### config.mk
export PLATFORM = sky130hd
export DESIGN_NAME = riscv_mc_core
export DESIGN_NICKNAME = d
export VERILOG_FILES = /design/src/rtl/riscv_mc_core.sv
export SDC_FILE = /design/constraint.sdc
export NUM_CORES = 2
export LEC_CHECK = 0
export CORE_MARGIN = 4
export CORE_UTILIZATION = 55
export CTS_CLUSTER_SIZE = 10
export DETAILED_ROUTE_END_ITERATION = 7
export PLACE_DENSITY = 0.73
export SLEW_MARGIN = 20
export SYNTH_ARGS = -nofsm -noshare
export SYNTH_HDL_FRONTEND = slang
export SYNTH_SLANG_ARGS = --single-unit
### constraint.sdc
create_clock -name CLOCK_50 -period 6 [get_ports CLOCK_50]
set_clock_uncertainty 0.1 [all_clocks]
set_input_delay 1.5 -clock CLOCK_50 [delete_from_list [all_inputs] [get_ports CLOCK_50]]
set_output_delay 1.5 -clock CLOCK_50 [all_outputs]
set_load 0.02 [all_outputs]
### src/rtl/riscv_mc_core.sv
// Multicycle RV32 integer core (FETCH/DECODE/EXEC/MEM/WB) with 32-entry regfile.
// Latency: branch/jal 3, ALU 4, sw 4, lw 5 core cycles plus memory wait cycles.
// Backpressure: imem_req/dmem_req are held with stable address/data until the matching valid.
//
// Ports:
//   CLOCK_50                 system clock (rising edge); rst synchronous active-high reset
//   imem_req/addr/rdata/valid  instruction fetch handshake (addr = PC)
//   dmem_req/we/addr/wdata/rdata/valid  data load/store handshake (word aligned)
//   done / illegal           sticky halt flags (EOF word or unsupported encoding)
//   clock_count / instr_cnt  cycles since reset (frozen at done) / retired instructions
//
// Optional feature: define RISCV_MUL_EN to execute mul (funct7=0000001, funct3=000);
// without it that encoding halts the core as illegal and no multiplier is built.
module riscv_mc_core #(
  parameter int unsigned XLEN     = 32,
  parameter logic [31:0] RESET_PC = 32'h0,
  parameter int unsigned CNT_W    = 32,
  parameter logic [31:0] EOF_WORD = 32'hFFFF_FFFF
) (
  input  logic             CLOCK_50,
  input  logic             rst,
  output logic             imem_req,
  output logic [31:0]      imem_addr,
  input  logic [31:0]      imem_rdata,
  input  logic             imem_valid,
  output logic             dmem_req,
  output logic             dmem_we,
  output logic [31:0]      dmem_addr,
  output logic [XLEN-1:0]  dmem_wdata,
  input  logic [XLEN-1:0]  dmem_rdata,
  input  logic             dmem_valid,
  output logic             done,
  output logic             illegal,
  output logic [CNT_W-1:0] clock_count,
  output logic [CNT_W-1:0] instr_cnt
);

  if (XLEN != 32) begin : g_xlen_check
    $error("riscv_mc_core: only XLEN=32 is supported");
  end

  typedef enum logic [2:0] {
    S_FETCH, S_DECODE, S_EXEC, S_MEM, S_WB, S_HALT
  } state_t;

  typedef enum logic [3:0] {
    K_ADD, K_SUB, K_MUL, K_ADDI, K_LUI, K_AUIPC, K_LW, K_SW,
    K_BEQ, K_BLT, K_JAL, K_ILL
  } kind_t;

  state_t            state_q, state_d;
  logic [31:0]       pc_q, pc_d;
  logic [31:0]       ir_q, ir_d;
  logic [XLEN-1:0]   a_q, a_d, b_q, b_d;
  logic [31:0]       tgt_q, tgt_d;
  logic [XLEN-1:0]   alu_q, alu_d;
  logic [XLEN-1:0]   mdr_q, mdr_d;
  logic              done_q, illegal_q;
  logic [CNT_W-1:0]  cyc_q, ret_q;
  logic [XLEN-1:0]   rf_q [32];

  logic              rf_we;
  logic [4:0]        rf_wa;
  logic [XLEN-1:0]   rf_wd;
  logic              retire;
  logic              ill_evt;

  // Instruction fields
  logic [6:0]  opc, f7;
  logic [2:0]  f3;
  logic [4:0]  rd, rs1, rs2;
  logic [31:0] imm_i, imm_s, imm_b, imm_u, imm_j;
  kind_t       kind;

  assign opc = ir_q[6:0];
  assign rd  = ir_q[11:7];
  assign f3  = ir_q[14:12];
  assign rs1 = ir_q[19:15];
  assign rs2 = ir_q[24:20];
  assign f7  = ir_q[31:25];

  assign imm_i = {{20{ir_q[31]}}, ir_q[31:20]};
  assign imm_s = {{20{ir_q[31]}}, ir_q[31:25], ir_q[11:7]};
  assign imm_b = {{19{ir_q[31]}}, ir_q[31], ir_q[7], ir_q[30:25], ir_q[11:8], 1'b0};
  assign imm_u = {ir_q[31:12], 12'b0};
  assign imm_j = {{11{ir_q[31]}}, ir_q[31], ir_q[19:12], ir_q[20], ir_q[30:21], 1'b0};

  always_comb begin
    kind = K_ILL;
    case (opc)
      7'b0110011: begin
        if (f3 == 3'b000 && f7 == 7'b0000000)      kind = K_ADD;
        else if (f3 == 3'b000 && f7 == 7'b0100000) kind = K_SUB;
`ifdef RISCV_MUL_EN
        else if (f3 == 3'b000 && f7 == 7'b0000001) kind = K_MUL;
`endif
      end
      7'b0010011: if (f3 == 3'b000) kind = K_ADDI;
      7'b0110111: kind = K_LUI;
      7'b0010111: kind = K_AUIPC;
      7'b0000011: if (f3 == 3'b010) kind = K_LW;
      7'b0100011: if (f3 == 3'b010) kind = K_SW;
      7'b1100011: begin
        if (f3 == 3'b000)      kind = K_BEQ;
        else if (f3 == 3'b100) kind = K_BLT;
      end
      7'b1101111: kind = K_JAL;
      default:    kind = K_ILL;
    endcase
  end

  logic        is_mem;
  logic [31:0] mem_addr;
  logic [31:0] pc4;

  assign is_mem   = (kind == K_LW) || (kind == K_SW);
  assign mem_addr = a_q + ((kind == K_SW) ? imm_s : imm_i);
  assign pc4      = pc_q + 32'd4;

  // Illegal encodings are caught in DECODE; misaligned accesses once the address exists in EXEC.
  assign ill_evt = ((state_q == S_DECODE) && (ir_q != EOF_WORD) && (kind == K_ILL)) ||
                   ((state_q == S_EXEC) && is_mem && (mem_addr[1:0] != 2'b00));

  // ---------------- FSM: state register ----------------
  always_ff @(posedge CLOCK_50) begin
    if (rst) state_q <= S_FETCH;
    else     state_q <= state_d;
  end

  // ---------------- FSM: next state ----------------
  always_comb begin
    state_d = state_q;
    case (state_q)
      S_FETCH:  if (imem_valid) state_d = S_DECODE;
      S_DECODE: begin
        if (ir_q == EOF_WORD || kind == K_ILL) state_d = S_HALT;
        else                                   state_d = S_EXEC;
      end
      S_EXEC: begin
        case (kind)
          K_LW, K_SW:         state_d = (mem_addr[1:0] != 2'b00) ? S_HALT : S_MEM;
          K_BEQ, K_BLT, K_JAL: state_d = S_FETCH;
          default:            state_d = S_WB;
        endcase
      end
      S_MEM:    if (dmem_valid) state_d = (kind == K_SW) ? S_FETCH : S_WB;
      S_WB:     state_d = S_FETCH;
      S_HALT:   state_d = S_HALT;
      default:  state_d = S_HALT;
    endcase
  end

  // ---------------- FSM: outputs ----------------
  // Request lines are masked during reset so an in-flight access is dropped immediately.
  always_comb begin
    imem_req   = 1'b0;
    imem_addr  = '0;
    dmem_req   = 1'b0;
    dmem_we    = 1'b0;
    dmem_addr  = '0;
    dmem_wdata = '0;
    if (!rst) begin
      imem_addr = pc_q;
      if (state_q == S_FETCH) imem_req = 1'b1;
      if (state_q == S_MEM) begin
        dmem_req   = 1'b1;
        dmem_we    = (kind == K_SW);
        dmem_addr  = alu_q;
        dmem_wdata = b_q;
      end
    end
  end

  assign done        = done_q;
  assign illegal     = illegal_q;
  assign clock_count = cyc_q;
  assign instr_cnt   = ret_q;

  // ---------------- datapath next state ----------------
  always_comb begin
    pc_d   = pc_q;
    ir_d   = ir_q;
    a_d    = a_q;
    b_d    = b_q;
    tgt_d  = tgt_q;
    alu_d  = alu_q;
    mdr_d  = mdr_q;
    rf_we  = 1'b0;
    rf_wa  = rd;
    rf_wd  = '0;
    retire = 1'b0;
    case (state_q)
      S_FETCH: if (imem_valid) ir_d = imem_rdata;
      S_DECODE: begin
        a_d   = (rs1 == 5'd0) ? '0 : rf_q[rs1];
        b_d   = (rs2 == 5'd0) ? '0 : rf_q[rs2];
        tgt_d = pc_q + ((kind == K_JAL) ? imm_j : imm_b);
      end
      S_EXEC: begin
        case (kind)
          K_ADD:   alu_d = a_q + b_q;
          K_SUB:   alu_d = a_q - b_q;
`ifdef RISCV_MUL_EN
          K_MUL:   alu_d = a_q * b_q;
`endif
          K_ADDI:  alu_d = a_q + imm_i;
          K_LUI:   alu_d = imm_u;
          K_AUIPC: alu_d = pc_q + imm_u;
          K_LW, K_SW: alu_d = mem_addr;
          K_BEQ: begin
            pc_d   = (a_q == b_q) ? tgt_q : pc4;
            retire = 1'b1;
          end
          K_BLT: begin
            pc_d   = ($signed(a_q) < $signed(b_q)) ? tgt_q : pc4;
            retire = 1'b1;
          end
          K_JAL: begin
            rf_we  = 1'b1;
            rf_wd  = pc4;
            pc_d   = tgt_q;
            retire = 1'b1;
          end
          default: ;
        endcase
      end
      S_MEM: begin
        if (dmem_valid) begin
          if (kind == K_SW) begin
            pc_d   = pc4;
            retire = 1'b1;
          end else begin
            mdr_d = dmem_rdata;
          end
        end
      end
      S_WB: begin
        rf_we  = 1'b1;
        rf_wd  = (kind == K_LW) ? mdr_q : alu_q;
        pc_d   = pc4;
        retire = 1'b1;
      end
      default: ;
    endcase
  end

  always_ff @(posedge CLOCK_50) begin
    if (rst) begin
      pc_q      <= RESET_PC;
      ir_q      <= '0;
      a_q       <= '0;
      b_q       <= '0;
      tgt_q     <= '0;
      alu_q     <= '0;
      mdr_q     <= '0;
      done_q    <= 1'b0;
      illegal_q <= 1'b0;
      cyc_q     <= '0;
      ret_q     <= '0;
    end else begin
      pc_q      <= pc_d;
      ir_q      <= ir_d;
      a_q       <= a_d;
      b_q       <= b_d;
      tgt_q     <= tgt_d;
      alu_q     <= alu_d;
      mdr_q     <= mdr_d;
      done_q    <= done_q | (state_d == S_HALT);
      illegal_q <= illegal_q | ill_evt;
      if (!done_q) cyc_q <= cyc_q + CNT_W'(1);
      if (retire)  ret_q <= ret_q + CNT_W'(1);
    end
  end

  // x0 is never written, so it stays at its reset value of zero.
  always_ff @(posedge CLOCK_50) begin
    if (rst) begin
      for (int i = 0; i < 32; i++) rf_q[i] <= '0;
    end else if (rf_we && rf_wa != 5'd0) begin
      rf_q[rf_wa] <= rf_wd;
    end
  end

endmodule
Word-level counts from Yosys, hierarchy flattened
Memory sizes are Yosys's and may differ from the RTL's. A register that Yosys moved wholly into a read port is not among the register bits.
Index checks and enable logic that the tools add are counted.
- output and inout port bits: 165
- logic and storage cells: 143
- flip-flop bits (word level): 293
- memories kept: 1
- RAM bits: 1024
- mux-type cells: 58
- reductions and logical operators: 27
- add/sub/neg operators: 9
- magnitude comparators: 1
- eq/ne operators: 32
- bitwise logic cells: 3
- memory list (memory ; depth ; bits a word ; rd ports ; clocked after Yosys merged registers in ; wr ports ; RTL line ; text):
    rf_q ; 32 ; 32 ; 2 ; 2 ; 32 ; 60 ; logic [XLEN-1:0] rf_q [32];
- operators by type and width (cell ; count):
    32-bit two-way mux ; 14
    32-bit one-hot mux with 3 select lines ; 2
    32-bit one-hot mux with 6 select lines ; 1
    32-bit adder ; 5
    32-bit by 1-bit adder with 32-bit output, second input constant ; 2
    32-bit one-hot mux with 2 select lines ; 1
    32-bit by 3-bit adder with 32-bit output, second input constant ; 1
    32-bit == test ; 1
    32-bit == test, second input constant ; 1
    32-bit < comparator ; 1
    32-bit inequality test, second input constant ; 1
    4-bit one-hot mux with 8 select lines ; 1
    32-bit OR reduction ; 1
    32-bit subtractor ; 1
    5-bit two-way mux ; 6
    7-bit by 6-bit == test with 1-bit output, second input constant ; 4
    20-bit two-way mux ; 1
    4-bit two-way mux ; 5
    4-bit by 3-bit == test with 1-bit output, second input constant ; 4
    4-bit == test, second input constant ; 4
    1-bit two-way mux ; 16
    3-bit two-way mux ; 5
    3-bit one-hot mux with 5 select lines ; 1
    7-bit by 5-bit == test with 1-bit output, second input constant ; 2
    other kinds (30) ; 49

Longest topological paths before layout
- word-level depth: 14
- mapped depth: 23
- gate-level depth less buffers: 20

Worst setup path before layout
No wires, ideal clock.
- path type: register to register
- start point: register ir_q[31]
- end point: register alu_q[29]
- clock period less this slack: 5.112 ns
- data arrival time: 4.877 ns
- data required time: 5.766 ns
- path slack: 0.888 ns
- path buffers: 1
- stages on the path, launching flop included: 19
- library setup time: 0.134 ns
- cells stage by stage: dfxtp_1 nor4_1 nand4_1 a22o_4 a211o_1 and2_1 buf_6 mux2_2 ha_1 a211oi_1 nor2_1 a311o_1 o211a_1 a2111oi_0 nor2_1 a21oi_1 mux2i_1 a2111oi_0 a211oi_1
- longest elaborated chain between the ends: 9
- elaborated cells between the ends (all ways): 21
- RTL lines (what ; RTL line ; text):
    from (decl) ; 53 ; logic [31:0] ir_q, ir_d;
    from (signal assigned) ; 262 ; ir_q <= ir_d;
    7-bit by 6-bit == test with 1-bit output ; 93 ; else if (f3 == 3'b000 && f7 == 7'b0100000) kind = K_SUB;
    1-bit logical AND ; 93 ;
    4-bit two-way mux ; 93 ;
    4-bit two-way mux ; 92 ; if (f3 == 3'b000 && f7 == 7'b0000000) kind = K_ADD;
    4-bit one-hot mux with 8 select lines ; 90 ; case (opc)
    4-bit by 3-bit == test with 1-bit output (on tied branches) ; 117, 200 ;
    5-bit two-way mux or 2-bit OR reduction (tied branches) ; 117, 200 ;
    32-bit adder or 6-bit nonzero test (tied branches) ; - ;
    32-bit one-hot mux with 6 select lines or 2-bit AND reduction (tied branches) ; - ;
    to (signal assigned) ; 266 ; alu_q <= alu_d;
    to (decl) ; 56 ; logic [XLEN-1:0] alu_q, alu_d;
Parallel ways exist; a longest one is shown, timed or not.
A chain may end at the register's enable or synchronous reset.

Worst setup path after layout
- start point: register ir_q[14]
- end point: register alu_q[26]
- longest elaborated chain between the ends: 9
- elaborated cells between the ends (all ways): 27
- RTL lines (what ; RTL line):
    3-bit zero test ; -
    1-bit logical AND ; 93
    4-bit two-way mux ; 93
    4-bit two-way mux ; 92
    4-bit one-hot mux with 8 select lines ; 90
    4-bit by 3-bit == test with 1-bit output (on tied branches) ; 117, 200
    5-bit two-way mux or 2-bit OR reduction (tied branches) ; 117, 200
    32-bit adder or 6-bit nonzero test (tied branches) ; -
    32-bit one-hot mux with 6 select lines or 2-bit AND reduction (tied branches) ; -
Parallel ways exist; a longest one is shown, timed or not.

==> metrics.yaml <==
power_and_ir_drop:
  vdd_drop_max_mv: 0.2416
  power_density_nw_per_um2: 272.2
  p_leak_nw: 27.50
cells_and_area:
  nets: 6397
  drive_gt1_share_pct: 18.42
  synthToLayoutAreaGrowth_pct: 13.09
floorplan:
  ios: 233
  rows: 133
  core_um2: 131500
  die_h_um: 371.9
  die_area_um2: 138300
  die_x_um: 371.9
  floorplan.initialDensity_pct: 55.39
setup_path:
  arrival_ns: 6.15
  crit_family: "compound AO/OA/AOI/OAI gates"
  crit_fanout: 9
  r2r_slack_ns: 0.44
  slowest_delay_ns: 0.52
  crit_type: "reg -> reg"
  setup.worst_path.end_class: "flip-flop"
  crit_buf_inv: 3
  path_cells: "or4b_1 > and4_1 > a22o_4 > a211o_1 > and2_1 > buf_4 > mux2_2 > ha_1 > inv_1 > fa_1 > nor2b_1 > o31a_1 > o21ai_0 > buf_4 > o31ai_1 > a21o_1 > a211oi_1 > o31a_1 > xnor2_1 > nand2_1 > a311oi_1"
  startpoint_type: "flip-flop"
  required_ns: 6.59
  crit_slowest_cell: "or4b_1"
timing:
  post-route-period-util_pct: 92.70
  final-setup-viol-count: 0
  relSlewSlack_pct: 24.74
  hold_viol: 0
  hold_slack_ns: 0.3522
  fin_crit_ns: 5.562
  fmax_mhz: 179.8
  fin_tns_setup_ns: 0
  maxSlewViolCount: 0
  worstMarginPinSlew_ns: 1.125
  rsz0062_at_grt: "false"
synthesis:
  synth_top_area_share_pct: 42.23
  synth_area_leader_cell: "edfxtp_1"
  ys_warn_count: 0
  postSynthAreaPerCell_um2: 12.00
  synth-main-ff-cell: "edfxtp_1"
  ys_async_sr_fraction_pct: 0
  ys_seq_elements: 1327
  synth_most_common_cell: "nor2_1"
  ys_top_cells_by_count: "nor2_1 (1308), edfxtp_1 (1024), mux4_2 (640), nand2_1 (452), clkbuf_1 (422)"
  synth_cell_types: 84
  yosysSeqAreaShare_pct: 50.56
  synth_edf_count: 1024
  syn-cell-area_um2: 72820
  synth.area.top_cells: "edfxtp_1 (42%), mux4_2 (20%), dfxtp_1 (8.3%), nor2_1 (6.7%), a21oi_1 (2.6%)"
  synth_cells: 6067
clocking:
  cts_hold_buffers: 0
  htreeDepth: 4
  clkTransAtPathRegs_ns: 0.06
  clock_latency_ns: 0.82
  clkSinkCount: 1327
  cts_buffer_depth: 3
  cts_made_buffers: 155
  cts_tree: "built"
  cts_root_buffer: "clkbuf_16"
grt:
  gr-usage-all-layers_pct: 36.89
  grt_pass1_vias: 54790
  grt_pass1_wl_mm: 369.0
  antenna_found_initial: 19
  grt_overflow: 0
  grt_max_degree: 94
detailed_routing:
  wl_met3_mm: 33.45
  dr.pass1.iters: 6
  vias: 55490
  wl_per_cell_um: 31.94
  top_layer: "met5"
  drcViolationCount: 0
  drtAntennaViolNets: 0
  wl_met1_mm: 86.46
  wirelength_mm: 255.8
  drt-vias-per-instance: 6.928
  met2_length_mm: 117.3
  detail_route.iter0.violations: 8524
run:
  maxCapViolCount: 0
worst_hold_path:
  hold_class: "reg -> reg"
placed_design:
  hpwlAfterDp_mm: 164.4
  gp_congestion: 1.002
  portBuffers: 232
run_status:
  status: "finished clean"
tightest hold or removal path: cells and delay by family, from the launching register on:
kind,cells,cell delay (ns)
flops,1,0.31
compound gates,1,0.05
simple gates,1,0.05
cells in the final DEF (no fill, tap or decap), drive strengths merged, types with 24 or more instances in the layout:
| master | Yosys | routed |
|---|---|---|
| nor3 | 88 | 88 |
| xor2 | 98 | 98 |
| nor2 | 1309 | 1309 |
| and2 | 47 | 47 |
| conb | 1 | 32 |
| clkdlybuf4s50 | 0 | 231 |
| o21ai | 144 | 144 |
| o21bai | 24 | 24 |
| a21oi | 377 | 377 |
| nand4 | 36 | 36 |
| nand2 | 452 | 452 |
| a21o | 77 | 77 |
| edfxtp | 1024 | 1024 |
| buf | 80 | 195 |
| dfxtp | 303 | 303 |
| mux4 | 640 | 640 |
| inv | 73 | 78 |
| nor2b | 55 | 55 |
| mux2i | 94 | 94 |
| nand2b | 30 | 30 |
| a31oi | 26 | 26 |
| xnor2 | 104 | 104 |
| ha | 146 | 146 |
| nand3 | 72 | 72 |
| a211oi | 35 | 35 |
| clkbuf | 423 | 201 |
| and3 | 44 | 44 |
area by class of cell:
| cell class | count | area, um2 |
|---|---|---|
| Fill cell | 9870 | 49110 |
| Sequential cell | 1327 | 36850 |
| Multi-Input combinational cell | 4194 | 34230 |
| Timing Repair Buffer | 426 | 4204 |
| Clock buffer | 201 | 4121 |
| Tap cell | 1755 | 2196 |
| Clock inverter | 20 | 439.2 |
| Inverter | 74 | 277.8 |
| Antenna cell | 12 | 30.03 |
flip-flops by register name (all words and copies together) (netlist names), named ones only:
name         count
ir_q            32
a_q             32
done             1
b_q             32
illegal          1
mdr_q           32
clock_count     32
alu_q           32
tgt_q           32
rf_q          1024
state_q          3
instr_cnt       32
pc_q            32
timing repair:
item | in CTS | in global routing
setup buffers | 0 | 0
gates resized for setup | 1 | 5
setup endpoints to repair | 1 | 9
worst paths after layout:
kind / startpoint / cells after the start / endpoint
max: ir_q[14] / 21 / alu_q[26]
min: tgt_q[9] / 2 / tgt_q[9]
max reg2reg: ir_q[14] / 21 / alu_q[26]
min reg2reg: tgt_q[9] / 2 / tgt_q[9]
through the flow:
| step | cells | utilization, % | worst slack, ns | total power, mW | cell area [um2] |
|---|---|---|---|---|---|
| after floorplan | 6098 | - | 0.8885 | 12.54 | 72930 |
| after global placement | 7775 | 59.12 | 0.05329 | 13.62 | 77720 |
| after detailed placement | 7775 | 59.12 | 0.02666 | 13.68 | 77720 |
| after CTS | 7996 | 62.59 | 0.09972 | 22.36 | 82290 |
| after global routing | 8005 | 62.63 | 0.05881 | 23.00 | 82340 |
| final | 8009 | 62.64 | 0.4382 | 22.41 | 82350 |
cells by family after synthesis:
| group | after synthesis | synth area share [%] |
|---|---|---|
| adders and majority gates | 151 | 2.646 |
| other | 1 | 0.005150 |
| and+or+nand+nor | 2202 | 12.72 |
| AOI/OAI and AO/OA | 854 | 7.232 |
| buffers and inverters | 577 | 3.024 |
| xor gates and xnor gates | 202 | 2.430 |
| DFF | 1327 | 50.56 |
| muxes | 753 | 21.38 |
report_power, final:
group	leakage (nW)	total, mW	internal (mW)	switching [mW]
Clock	2.20	8.80	4.95	3.85
Sequential	13.0	10.5	10.2	0.284
Combinational	12.3	3.14	1.31	1.84
routing by layer:
layer  global-route usage (%)  up-vias
met5                        0        -
met4                    22.50        6
met3                    10.10      983
met2                    57.14     4381
met1                    46.53    27310
li1                         -    22810
Power figures use the tool's default switching activity.
